**config.mk**
```make
export PLATFORM = sky130hd
export DESIGN_NAME = alu_sequencer
export DESIGN_NICKNAME = d
export VERILOG_FILES = /design/src/rtl/alu_pkg.sv /design/src/rtl/alu_seq_decode.sv /design/src/rtl/alu_sequencer.sv
export SDC_FILE = /design/constraint.sdc
export NUM_CORES = 1
export LEC_CHECK = 0
export CAP_MARGIN = 20
export CORE_UTILIZATION = 56
export DETAILED_ROUTE_END_ITERATION = 8
export DONT_BUFFER_PORTS = 1
export PLACE_DENSITY = 0.71
export SETUP_SLACK_MARGIN = 0.2
export SLEW_MARGIN = 10
export SYNTH_ARGS = -nofsm -noshare
export SYNTH_HDL_FRONTEND = slang
export SYNTH_SLANG_ARGS = --single-unit
```
**constraint.sdc**
```tcl
create_clock -name clk -period 2.86 [get_ports clk]
set_input_delay 0.429 -clock clk [delete_from_list [all_inputs] [get_ports clk]]
set_output_delay 0.429 -clock clk [all_outputs]
set_load 0.01 [all_outputs]
```
**src/rtl/alu_pkg.sv**
```systemverilog
// rtl/alu_pkg.sv - shared constants and types for the ALU execute sequencer
package alu_pkg;

   localparam logic [31:0] ID_ADD   = 32'd1;
   localparam logic [31:0] ID_SUB   = 32'd2;
   localparam logic [31:0] ID_ADDU  = 32'd3;
   localparam logic [31:0] ID_SUBU  = 32'd4;
   localparam logic [31:0] ID_ADDI  = 32'd5;
   localparam logic [31:0] ID_ADDIU = 32'd6;
   localparam logic [31:0] ID_AND   = 32'd7;
   localparam logic [31:0] ID_OR    = 32'd8;
   localparam logic [31:0] ID_ANDI  = 32'd9;
   localparam logic [31:0] ID_ORI   = 32'd10;
   localparam logic [31:0] ID_SLL   = 32'd11;
   localparam logic [31:0] ID_SRL   = 32'd12;

   localparam int RS_LSB = 21;
   localparam int RT_LSB = 16;
   localparam int RD_LSB = 11;
   localparam int SH_LSB = 6;
   localparam int IMM_W  = 16;

   localparam logic [31:0] PC_STEP_DEFAULT = 32'd4;

   typedef enum logic [1:0] {IDLE, READ, EXEC, WB} state_e;
   typedef enum logic [1:0] {B_REG, B_SIMM, B_ZIMM, B_SHAMT} bsrc_e;
   typedef enum logic [1:0] {OVF_NONE, OVF_ADD, OVF_SUB} ovf_e;

endpackage

```
**src/rtl/alu_seq_decode.sv**
```systemverilog
// rtl/alu_seq_decode.sv - combinational decode of the instruction ID into datapath controls
module alu_seq_decode
   import alu_pkg::*;
(
   input  logic [31:0] instr_id_i,
   output logic        dest_rt_o,
   output bsrc_e       b_src_o,
   output logic        legal_o,
   output ovf_e        ovf_class_o,
   output logic        a_from_rt_o
);

   always_comb begin
      dest_rt_o   = 1'b0;
      b_src_o     = B_REG;
      legal_o     = 1'b1;
      ovf_class_o = OVF_NONE;
      a_from_rt_o = 1'b0;
      case (instr_id_i)
         ID_ADD:  ovf_class_o = OVF_ADD;
         ID_SUB:  ovf_class_o = OVF_SUB;
         ID_ADDU, ID_SUBU, ID_AND, ID_OR: ;
         ID_ADDI: begin
            dest_rt_o   = 1'b1;
            b_src_o     = B_SIMM;
            ovf_class_o = OVF_ADD;
         end
         ID_ADDIU: begin
            dest_rt_o = 1'b1;
            b_src_o   = B_SIMM;
         end
         ID_ANDI, ID_ORI: begin
            dest_rt_o = 1'b1;
            b_src_o   = B_ZIMM;
         end
         // shifts take their data operand from rt, amount from shamt
         ID_SLL, ID_SRL: begin
            b_src_o     = B_SHAMT;
            a_from_rt_o = 1'b1;
         end
         default: legal_o = 1'b0;
      endcase
   end

endmodule

```
**src/rtl/alu_sequencer.sv**
```systemverilog
// rtl/alu_sequencer.sv - four-state execute controller: read, execute, write-back, PC advance
module alu_sequencer
   import alu_pkg::*;
#(
   parameter int          DATA_W   = 32,
   parameter logic [31:0] PC_RESET = 32'h0000_0000,
   parameter logic [31:0] PC_STEP  = PC_STEP_DEFAULT
) (
   input  logic              clk,
   input  logic              reset,
   input  logic              instr_valid,
   output logic              instr_ready,
   input  logic [31:0]       ir,
   input  logic [31:0]       instr_ID,
   output logic [4:0]        rf_raddr_a,
   output logic [4:0]        rf_raddr_b,
   input  logic [DATA_W-1:0] rf_rdata_a,
   input  logic [DATA_W-1:0] rf_rdata_b,
   output logic [3:0]        alu_op,
   output logic [DATA_W-1:0] alu_a,
   output logic [DATA_W-1:0] alu_b,
   input  logic [DATA_W-1:0] alu_result,
   output logic              rf_we,
   output logic [4:0]        rf_waddr,
   output logic [DATA_W-1:0] rf_wdata,
   output logic [31:0]       pc,
   output logic              busy,
   output logic              done,
   output logic              illegal,
   output logic              overflow
);

   localparam int MSB = DATA_W - 1;

   state_e            state_q, state_d;
   logic [25:0]       ir_q, ir_d;
   logic [31:0]       id_q, id_d;
   logic [DATA_W-1:0] alu_a_q, alu_a_d, alu_b_q, alu_b_d, res_q, res_d;
   logic [3:0]        alu_op_q, alu_op_d;
   logic [4:0]        waddr_q, waddr_d;
   logic              ovf_q, ovf_d, legal_q, legal_d;
   logic [31:0]       pc_q, pc_d;

   logic              dest_rt, legal, a_from_rt, in_exec, ovf_now;
   bsrc_e             b_src;
   ovf_e              ovf_class;
   logic [4:0]        rs, rt, rd, shamt;
   logic [IMM_W-1:0]  imm;
   logic [DATA_W-1:0] b_sel;
   logic              unused_ir_hi;

   assign unused_ir_hi = ^ir[31:26];

   alu_seq_decode u_decode (
      .instr_id_i  (id_q),
      .dest_rt_o   (dest_rt),
      .b_src_o     (b_src),
      .legal_o     (legal),
      .ovf_class_o (ovf_class),
      .a_from_rt_o (a_from_rt)
   );

   assign rs    = ir_q[RS_LSB +: 5];
   assign rt    = ir_q[RT_LSB +: 5];
   assign rd    = ir_q[RD_LSB +: 5];
   assign shamt = ir_q[SH_LSB +: 5];
   assign imm   = ir_q[IMM_W-1:0];

   assign rf_raddr_a = a_from_rt ? rt : rs;
   assign rf_raddr_b = rt;

   always_comb begin
      b_sel = rf_rdata_b;
      case (b_src)
         B_SIMM:  b_sel = {{(DATA_W-IMM_W){imm[IMM_W-1]}}, imm};
         B_ZIMM:  b_sel = {{(DATA_W-IMM_W){1'b0}}, imm};
         B_SHAMT: b_sel = {{(DATA_W-5){1'b0}}, shamt};
         default: b_sel = rf_rdata_b;
      endcase
   end

   // Read data only arrives in EXEC, so operands pass through there and are held afterwards
   assign in_exec = (state_q == EXEC);
   assign alu_a   = in_exec ? rf_rdata_a : alu_a_q;
   assign alu_b   = in_exec ? b_sel : alu_b_q;
   assign alu_op  = in_exec ? id_q[3:0] : alu_op_q;

   always_comb begin
      ovf_now = 1'b0;
      case (ovf_class)
         OVF_ADD: ovf_now = (alu_a[MSB] == alu_b[MSB]) && (alu_result[MSB] != alu_a[MSB]);
         OVF_SUB: ovf_now = (alu_a[MSB] != alu_b[MSB]) && (alu_result[MSB] != alu_a[MSB]);
         default: ovf_now = 1'b0;
      endcase
   end

   always_comb begin
      state_d     = state_q;
      ir_d        = ir_q;
      id_d        = id_q;
      alu_a_d     = alu_a_q;
      alu_b_d     = alu_b_q;
      alu_op_d    = alu_op_q;
      res_d       = res_q;
      waddr_d     = waddr_q;
      ovf_d       = ovf_q;
      legal_d     = legal_q;
      pc_d        = pc_q;
      instr_ready = 1'b0;
      rf_we       = 1'b0;
      done        = 1'b0;
      illegal     = 1'b0;
      overflow    = 1'b0;
      case (state_q)
         IDLE: begin
            instr_ready = 1'b1;
            if (instr_valid) begin
               ir_d    = ir[25:0];
               id_d    = instr_ID;
               state_d = READ;
            end
         end
         READ: state_d = EXEC;
         EXEC: begin
            alu_a_d  = alu_a;
            alu_b_d  = alu_b;
            alu_op_d = alu_op;
            res_d    = alu_result;
            waddr_d  = dest_rt ? rt : rd;
            ovf_d    = ovf_now;
            legal_d  = legal;
            pc_d     = pc_q + PC_STEP;
            state_d  = WB;
         end
         WB: begin
            done     = 1'b1;
            illegal  = !legal_q;
            overflow = ovf_q;
            rf_we    = legal_q && !ovf_q && (waddr_q != 5'd0);
            state_d  = IDLE;
         end
         default: state_d = IDLE;
      endcase
   end

   always_ff @(posedge clk or negedge reset) begin
      if (!reset) begin
         state_q  <= IDLE;
         ir_q     <= '0;
         id_q     <= '0;
         alu_a_q  <= '0;
         alu_b_q  <= '0;
         alu_op_q <= '0;
         res_q    <= '0;
         waddr_q  <= '0;
         ovf_q    <= 1'b0;
         legal_q  <= 1'b0;
         pc_q     <= PC_RESET;
      end else begin
         state_q  <= state_d;
         ir_q     <= ir_d;
         id_q     <= id_d;
         alu_a_q  <= alu_a_d;
         alu_b_q  <= alu_b_d;
         alu_op_q <= alu_op_d;
         res_q    <= res_d;
         waddr_q  <= waddr_d;
         ovf_q    <= ovf_d;
         legal_q  <= legal_d;
         pc_q     <= pc_d;
      end
   end

   assign rf_waddr = waddr_q;
   assign rf_wdata = res_q;
   assign pc       = pc_q;
   assign busy     = (state_q != IDLE);

endmodule

```
==> summary.txt, run 1 <==
Synthesis
  – Cells after Synth: 704
  – Yosys top cell by area: dfrtp_1
  – Asr flop ratio synth: 100.0%
  – Syn avg cell area: 12.50 um^2
  – Register area share after synthesis: 56.02%
  – Mapped cell area: 8800 um^2
  – Synth Warn #: 0
  – Seq cells post-synth: 197
  – Synth Flop Type: dfrtp_1
  – Synth cell types: 44
  – Post-synth EDFFs: 0
  – Share of the synthesized area in the top cell type: 56.02%
  – Synth top area cells: dfrtp_1 56%, mux2_2 22%, a21oi_1 2.8%

Detailed routing
  – Wire length per cell: 22.04 um
  – Antenna Nets Post-Route: 0
  – Via count: 5,693
  – Initial DRC count: 230
  – Via-to-Cell Ratio: 5.980
  – Drc violations: 0
  – Drt pass-1 iters: 4
  – DRT Wirelength: 20.98 mm

Die
  – Die height: 127.4 um
  – Initial core utilization: 57.67%
  – Row cnt: 45
  – Core Area: 15,260 um^2
  – Die extent in x: 127.4 um
  – Die area: 16,220 um^2
  – # IOs: 316

Critical path
  – Cell mode on critical path: buf_6
  – CP delay by family, top: compound AO/OA/AOI/OAI gates
  – R2R setup slack: -30 ps
  – CP Max Fanout: 3
  – WS Path Type: register to output pin
  – Crit path cell chain: nor4_2 -> nand3_2 -> buf_6 -> a2111o_1 -> buf_4 -> a221o_1 -> buf_6
  – Crit path capture type: output pin
  – Startpoint Class: register
  – Critical Path RT: 2430 ps
  – Critical path arrival: 2630 ps
  – CP max stage cell: a2111o_1
  – Max stage delay on crit path: 480 ps
  – Worst path bufs/invs: 3

STA
  – Final cycle utilization of the critical path: 106.8%
  – Tmin final: 3056 ps
  – RSZ-0062 raised after global routing: yes
  – WHS: -296.8 ps
  – Setup TNS: -4419 ps
  – F_max: 0.3272 GHz
  – Fin. Hold Viols: 197
  – Worst clock skew: 13.71 ps
  – Slew Viols, Final: 0
  – PnR worst setup slack: -195.8 ps
  – Final setup fails: 36

Final layout
  – Layout cells sized above 1: 44.73%
  – Most frequent cells in the layout: 195 x dfrtp_1, 166 x mux2_2, 52 x nor2_1
  – Fin util: 69.28%
  – Most common cell after layout, fill and taps aside: dfrtp_1
  – Layout Cells excl Fill: 952
  – Fillcell total: 1,020
  – Layout area overhead: 20.13%
  – Final nets: 895

Place
  – Port Buffers: 0
  – RD Place Congestion: 0.7517
  – Post-DP HPWL: 13.72 mm
  – Post-placement cell count: 891

Global route
  – Number of antenna violations at the first check in global routing: 1
  – Largest net degree at the start of global routing: 198
  – Global-route wire length before repair: 31.29 mm
  – Tot GR Track Use: 25.26%
  – Overflow after GRT: 0
  – Vias in the first global route: 5,792

Run
  – Max cap viols: 0

Power
  – Seq pwr share: 42.7%
  – Max VDD drop: 0.6077 mV
  – Lkg Pwr: 4.338 nW
  – Combinational power share: 38.5%
  – Cell area power density: 1140 nW/um^2
  – Power Internal: 7.590 mW
  – Psw: 4.460 mW
  – Clk network pwr share: 18.8%
  – Switching share of power: 37.02%

Clock tree
  – CTS max path bufs: 2
  – Worst-Skew Late Latency: 430 ps
  – H-Tree Depth: 4
  – Clock Tree Root: clkbuf_16
  – CTS Buf Count: 17
  – TritonCTS clock tree: done
  – Worst-path clk slew: 70 ps
  – Clk sinks: 197

Run status
  – Status: complete, but fails checks
  – Failing checks: hold timing, setup timing

Worst hold path
  – Worst hold-check path type: input pin to async pin
-- cell usage after synthesis, types with 2 or more instances --
cell and number:
nand2_1 22, mux2_1 2, and4_1 5, buf_4 7, a221o_1 2, nor2b_1 3, a221oi_1 11, a31oi_1 5
nand2b_1 2, xor2_1 10, nand3_1 13, and2_1 2, mux2_2 174, ha_1 5, buf_1 2, and3_1 4
mux2i_1 8, a21oi_1 50, a22oi_1 2, or4_1 2, nor4_1 12, nor3_1 4, nor2_1 64, nand4_1 8
nor3b_1 2, and3b_1 2, xnor2_1 21, inv_1 7, buf_2 5, clkbuf_1 32, o21ai_0 7, dfrtp_1 197
-- power by group through the flow --
stage / clock network [mW] / logic [mW] / registers, mW
after floorplan: 0 / 3.52 / 4.73
after global placement: 0 / 4.02 / 4.98
after detailed placement: 0 / 4.19 / 5.07
after CTS: 2.30 / 4.48 / 5.10
after global routing: 2.42 / 4.99 / 5.29
final: 2.26 / 4.64 / 5.14
-- area by class of cell --
| cell class | instances | area, um^2 | area share, % |
|---|---|---|---|
| flip-flops and latches | 197 | 4932 | 46.66 |
| multi-input cells | 455 | 4235 | 40.06 |
| repair buffers | 48 | 541.8 | 5.125 |
| clock buffers | 24 | 501.7 | 4.746 |
| well taps | 211 | 264.0 | 2.497 |
| clock inverters | 8 | 63.81 | 0.6036 |
| inverters | 8 | 30.03 | 0.2841 |
| diodes | 1 | 2.502 | 0.02367 |
-- final timing paths --
check | from | endpoint | cells past startpoint
min in group clk | ir[18] | ir_q[18] | 1
max reg2reg | id_q[27] | ovf_q | 9
max in group asynchronous | reset | id_q[2] | 0
min | reset | pc[18] | 0
max | id_q[27] | alu_b[31] | 7
min reg2reg | alu_b_q[7] | alu_b_q[7] | 2
-- worst reg2reg max path: cells and delay by family, from the launching register on --
family | cells | cell delay [ps]
AO/OA/AOI/OAI | 3 | 1100
buffers and inverters | 3 | 500
flip-flops | 1 | 390
multiplexers | 1 | 300
AND/OR/NAND/NOR | 2 | 490
-- logic make-up (layout without fill, tap and decap cells) --
logic type | Yosys count | count (layout) | synth area share [%]
DFF | 197 | 197 | 56.02
muxes | 184 | 184 | 23.43
and+or+nand+nor | 149 | 150 | 8.375
AOI/OAI and AO/OA | 83 | 83 | 5.659
buffers and inverters | 54 | 88 | 2.673
xor gates and xnor gates | 31 | 31 | 3.085
adders and majority gates | 5 | 5 | 0.7109
other | 1 | 3 | 0.04262
-- through the flow --
step / instance area (um^2) / setup WS (ps) / hold WS [ps] / total power [mW]
after detailed placement: 9096 / -12.80 / 137.2 / 9.261
after CTS: 10230 / -143.1 / -318.5 / 11.88
final: 10570 / -195.8 / -296.8 / 12.05
after global placement: 9096 / 29.60 / 138.6 / 9.003
after global routing: 10570 / -295.7 / -318.9 / 12.69
after floorplan: 8808 / 212.3 / 133.4 / 8.249
-- metal layers --
metal | vias to the layer above | part of all wire, % | GRT usage (%)
li1 | 2560 | - | -
met1 | 2895 | 37 | 27.96
met2 | 214 | 53 | 45.26
met3 | 24 | 8.3 | 8.668
met4 | 0 | 1.5 | 8.473
met5 | - | 0 | 0
-- flip-flops by register name (all words and copies together) (netlist names) --
register and cells:
alu_b_q 32, alu_op_q 4, id_q 32, alu_a_q 32, rf_waddr 5, state_q 2, legal_q 1, ovf_q 1
ir_q 26, pc 30, rf_wdata 32
-- what timing repair did --
item / 4_1_cts / 5_1_grt
gates cloned: 2 / 1
pin swaps: 31 / 10
hold endpoints to repair: 197 / 197
gates resized for setup: 86 / 44
setup buffers: 20 / 5
setup endpoints to repair: 38 / 38
Note: power is estimated with default switching activity, not from simulation.
==> inputs of run 2 (changes only) <==
Settings changed: PLACE_DENSITY 0.71 to 0.68.
Clock period 2.86 ns to 3.1 ns, I/O delays scaled along.
==> run 2 against run 1 <==
The run ends with hold timing left. Final area down 1.7%. Non-clock buffer count down 5. Clock-buffer cell count down 5. Global-route usage down 0.53 points. Critical path type unchanged. Combinational power down 12%.
==> summary.txt, run 2 (synthesis gave the netlist of run 1 again) <==
Run status
  – Status: complete, but fails checks
  – Failing checks: hold timing

Critical path
  – R2R depth: 10 (+1)
  – Critical Path RT: 2630 ps (+200 ps)
  – Crit path cell chain: nor4_2 -> nand3_2 -> buf_4 -> nor4_4 -> buf_4 -> buf_6 -> a22oi_1 -> a31oi_2
  – Critical path arrival: 2560 ps (-70 ps)
  – Max stage delay on crit path: 390 ps (-90 ps)
  – CP max stage cell: dfrtp_1
  – Startpoint Class: register
  – R2R Path Start: id_q[30]
  – Reg2reg end: ovf_q
  – R2R setup slack: 190 ps (+220 ps)
  – CP Max Fanout: 5 (+2)
  – Crit path capture type: output pin
  – WS Path Type: register to output pin
  – Cell mode on critical path: buf_4

Clock tree
  – TritonCTS clock tree: done
  – Clock Tree Root: clkbuf_16
  – Worst-path clk slew: 70 ps (about the same)
  – CTS Buf Count: 17 (unchanged)
  – Clk sinks: 197 (unchanged)
  – Worst-Skew Late Latency: 430 ps (about the same)
  – H-Tree Depth: 4 (unchanged)
  – CTS max path bufs: 2 (unchanged)

Die
  – Initial core utilization: 57.67% (unchanged)
  – Die height: 127.4 um (unchanged)
  – Row cnt: 45 (unchanged)
  – Die extent in x: 127.4 um (unchanged)
  – Die area: 16,220 um^2 (unchanged)
  – Core Area: 15,260 um^2 (unchanged)
  – # IOs: 316 (unchanged)

STA
  – F_max: 0.3308 GHz
  – Headroom to the max-slew limit: 50.84%
  – Slew Viols, Final: 0 (unchanged)
  – WHS: -271.8 ps (+25.03 ps)
  – Fin. Hold Viols: 197 (unchanged)
  – Final cycle utilization of the critical path: 97.52%
  – Worst clock skew: 7.724 ps (-5.983 ps)
  – Tmin final: 3023 ps
  – Final setup fails: 0 (-100%)
  – Setup TNS: 0 ps (+4419 ps)
  – Slew @ Worst Pin: 737.4 ps
  – RSZ-0062 raised after global routing: yes

Detailed routing
  – DRT Wirelength: 19.75 mm (-5.8%)
  – Initial DRC count: 197 (-14%)
  – Via-to-Cell Ratio: 5.880 (-1.7%)
  – Wire length per cell: 20.90 um (-5.1%)
  – Via count: 5,557 (-2.4%)
  – Drt pass-1 iters: 4 (unchanged)
  – Antenna Nets Post-Route: 0 (unchanged)
  – Drc violations: 0 (unchanged)

Final layout
  – Final nets: 889 (-0.67%)
  – Layout area overhead: 18.14%
  – Most frequent cells in the layout: 196 x dfrtp_1, 169 x mux2_2, 52 x nor2_1
  – Ant diodes: 0 (-1)
  – Fillcell total: 1,047 (+2.6%)
  – Layout Cells excl Fill: 945 (-0.74%)
  – Most common cell after layout, fill and taps aside: dfrtp_1
  – Layout cells sized above 1: 42.51% (-2.2 points)

Power
  – Total power: 11.07 mW (-8.1%)
  – Max VDD drop: 0.5482 mV (-9.8%)
  – Lkg Pwr: 4.297 nW (-0.94%)
  – Cell area power density: 1065 nW/um^2 (-6.6%)

Place
  – Port Buffers: 0 (unchanged)
  – RD Place Congestion: 0.7655 (+1.8%)
  – Post-DP HPWL: 13.34 mm (-2.8%)
  – Post-placement cell count: 887 (-0.45%)

Global route
  – Tot GR Track Use: 24.72% (-0.53 points)
  – Global-route wire length before repair: 30.50 mm (-2.5%)
  – Largest net degree at the start of global routing: 198 (unchanged)
  – Overflow after GRT: 0 (unchanged)
  – Vias in the first global route: 5,709 (-1.4%)
  – Number of antenna violations at the first check in global routing: 1 (unchanged)

Worst hold path
  – Worst hold-check path type: input pin to async pin

Run
  – Max cap viols: 0 (unchanged)
==> run 2: cell count changes in the layout (fill, tap and decap cells not counted), sizes merged <==
cell / change
diode: -1
buf: -4
clkbuf: -6
clkinvlp: -1
inv: +4
nor2: -1
bufinv: +2
==> run 2: power by group <==
part	switching, mW	leakage [nW]	internal, mW
Sequential	1.00	2.35	3.73
Combinational	2.04	1.64	2.04
Clock	0.999	0.305	1.26
==> run 2: worst max-delay path by stage <==
stage	start	endpoint	slack, ps	cells after the start
floorplan	id_q[5]	ovf_q	430	8
global placement	id_q[2]	alu_b[6]	100	7
detailed placement	id_q[2]	alu_b[4]	40	7
CTS	id_q[30]	alu_b[31]	20	7
global route	id_q[27]	alu_b[6]	-30	9
finish	id_q[27]	alu_b[3]	80	8
==> run 2: timing repair <==
| item | CTS | global route |
|---|---|---|
| resized for setup | 76 | 22 |
| endpoints found under the setup margin | 32 | 38 |
| buffers inserted | 19 | 5 |
| gates cloned | 1 | 1 |
| endpoints found under the hold margin | 197 | 197 |
| pin swaps | 23 | 8 |
==> run 2: metal layers <==
metal | routed length (um) | global-route usage (%) | part of all wire, % | up-vias
met3 | 1828 | 10.05 | 9.3 | 22
met5 | 13 | 0 | 0.066 | -
met2 | 10170 | 43.36 | 51 | 211
met4 | 297 | 7.213 | 1.5 | 2
li1 | - | - | - | 2543
met1 | 7448 | 27.58 | 38 | 2779
==> run 2: critical path: cells and delay by family, from the launching register on <==
kind	cells	cell delay (ps)
AND/OR/NAND/NOR	3	780
flip-flops	1	390
AO/OA/AOI/OAI	2	460
buffers and inverters	3	500
==> run 2: metrics by stage <==
step | util, % | hold WS (ps) | setup WS [ps] | instance area [um^2]
5_1_grt | 68.13 | -297.9 | -31.78 | 10400
4_1_cts | 67.20 | -290.4 | 16.88 | 10250
6_report | 68.13 | -271.8 | 76.75 | 10400
3_3_place_gp | 59.30 | 174.0 | 98.55 | 9049
2_1_floorplan | - | 169.4 | 431.9 | 8803
3_5_place_dp | 59.30 | 173.9 | 40.69 | 9049
==> run 2: layout make-up <==
| class | instances | area [um^2] | share of cell area, % |
|---|---|---|---|
| sequential | 197 | 4931 | 47.43 |
| multi-input combinational | 454 | 4120 | 39.63 |
| clock buffer | 19 | 452.9 | 4.357 |
| timing repair buffer | 43 | 434.2 | 4.176 |
| tap | 211 | 264.0 | 2.539 |
| clock inverter | 13 | 160.2 | 1.541 |
| inverter | 8 | 33.78 | 0.3249 |
==> inputs of run 3 (changes only) <==
Settings changed: GPL_ROUTABILITY_DRIVEN set to 0.
==> results of run 3 <==
Final layout, timing and power as in run 2 (identical DEF).
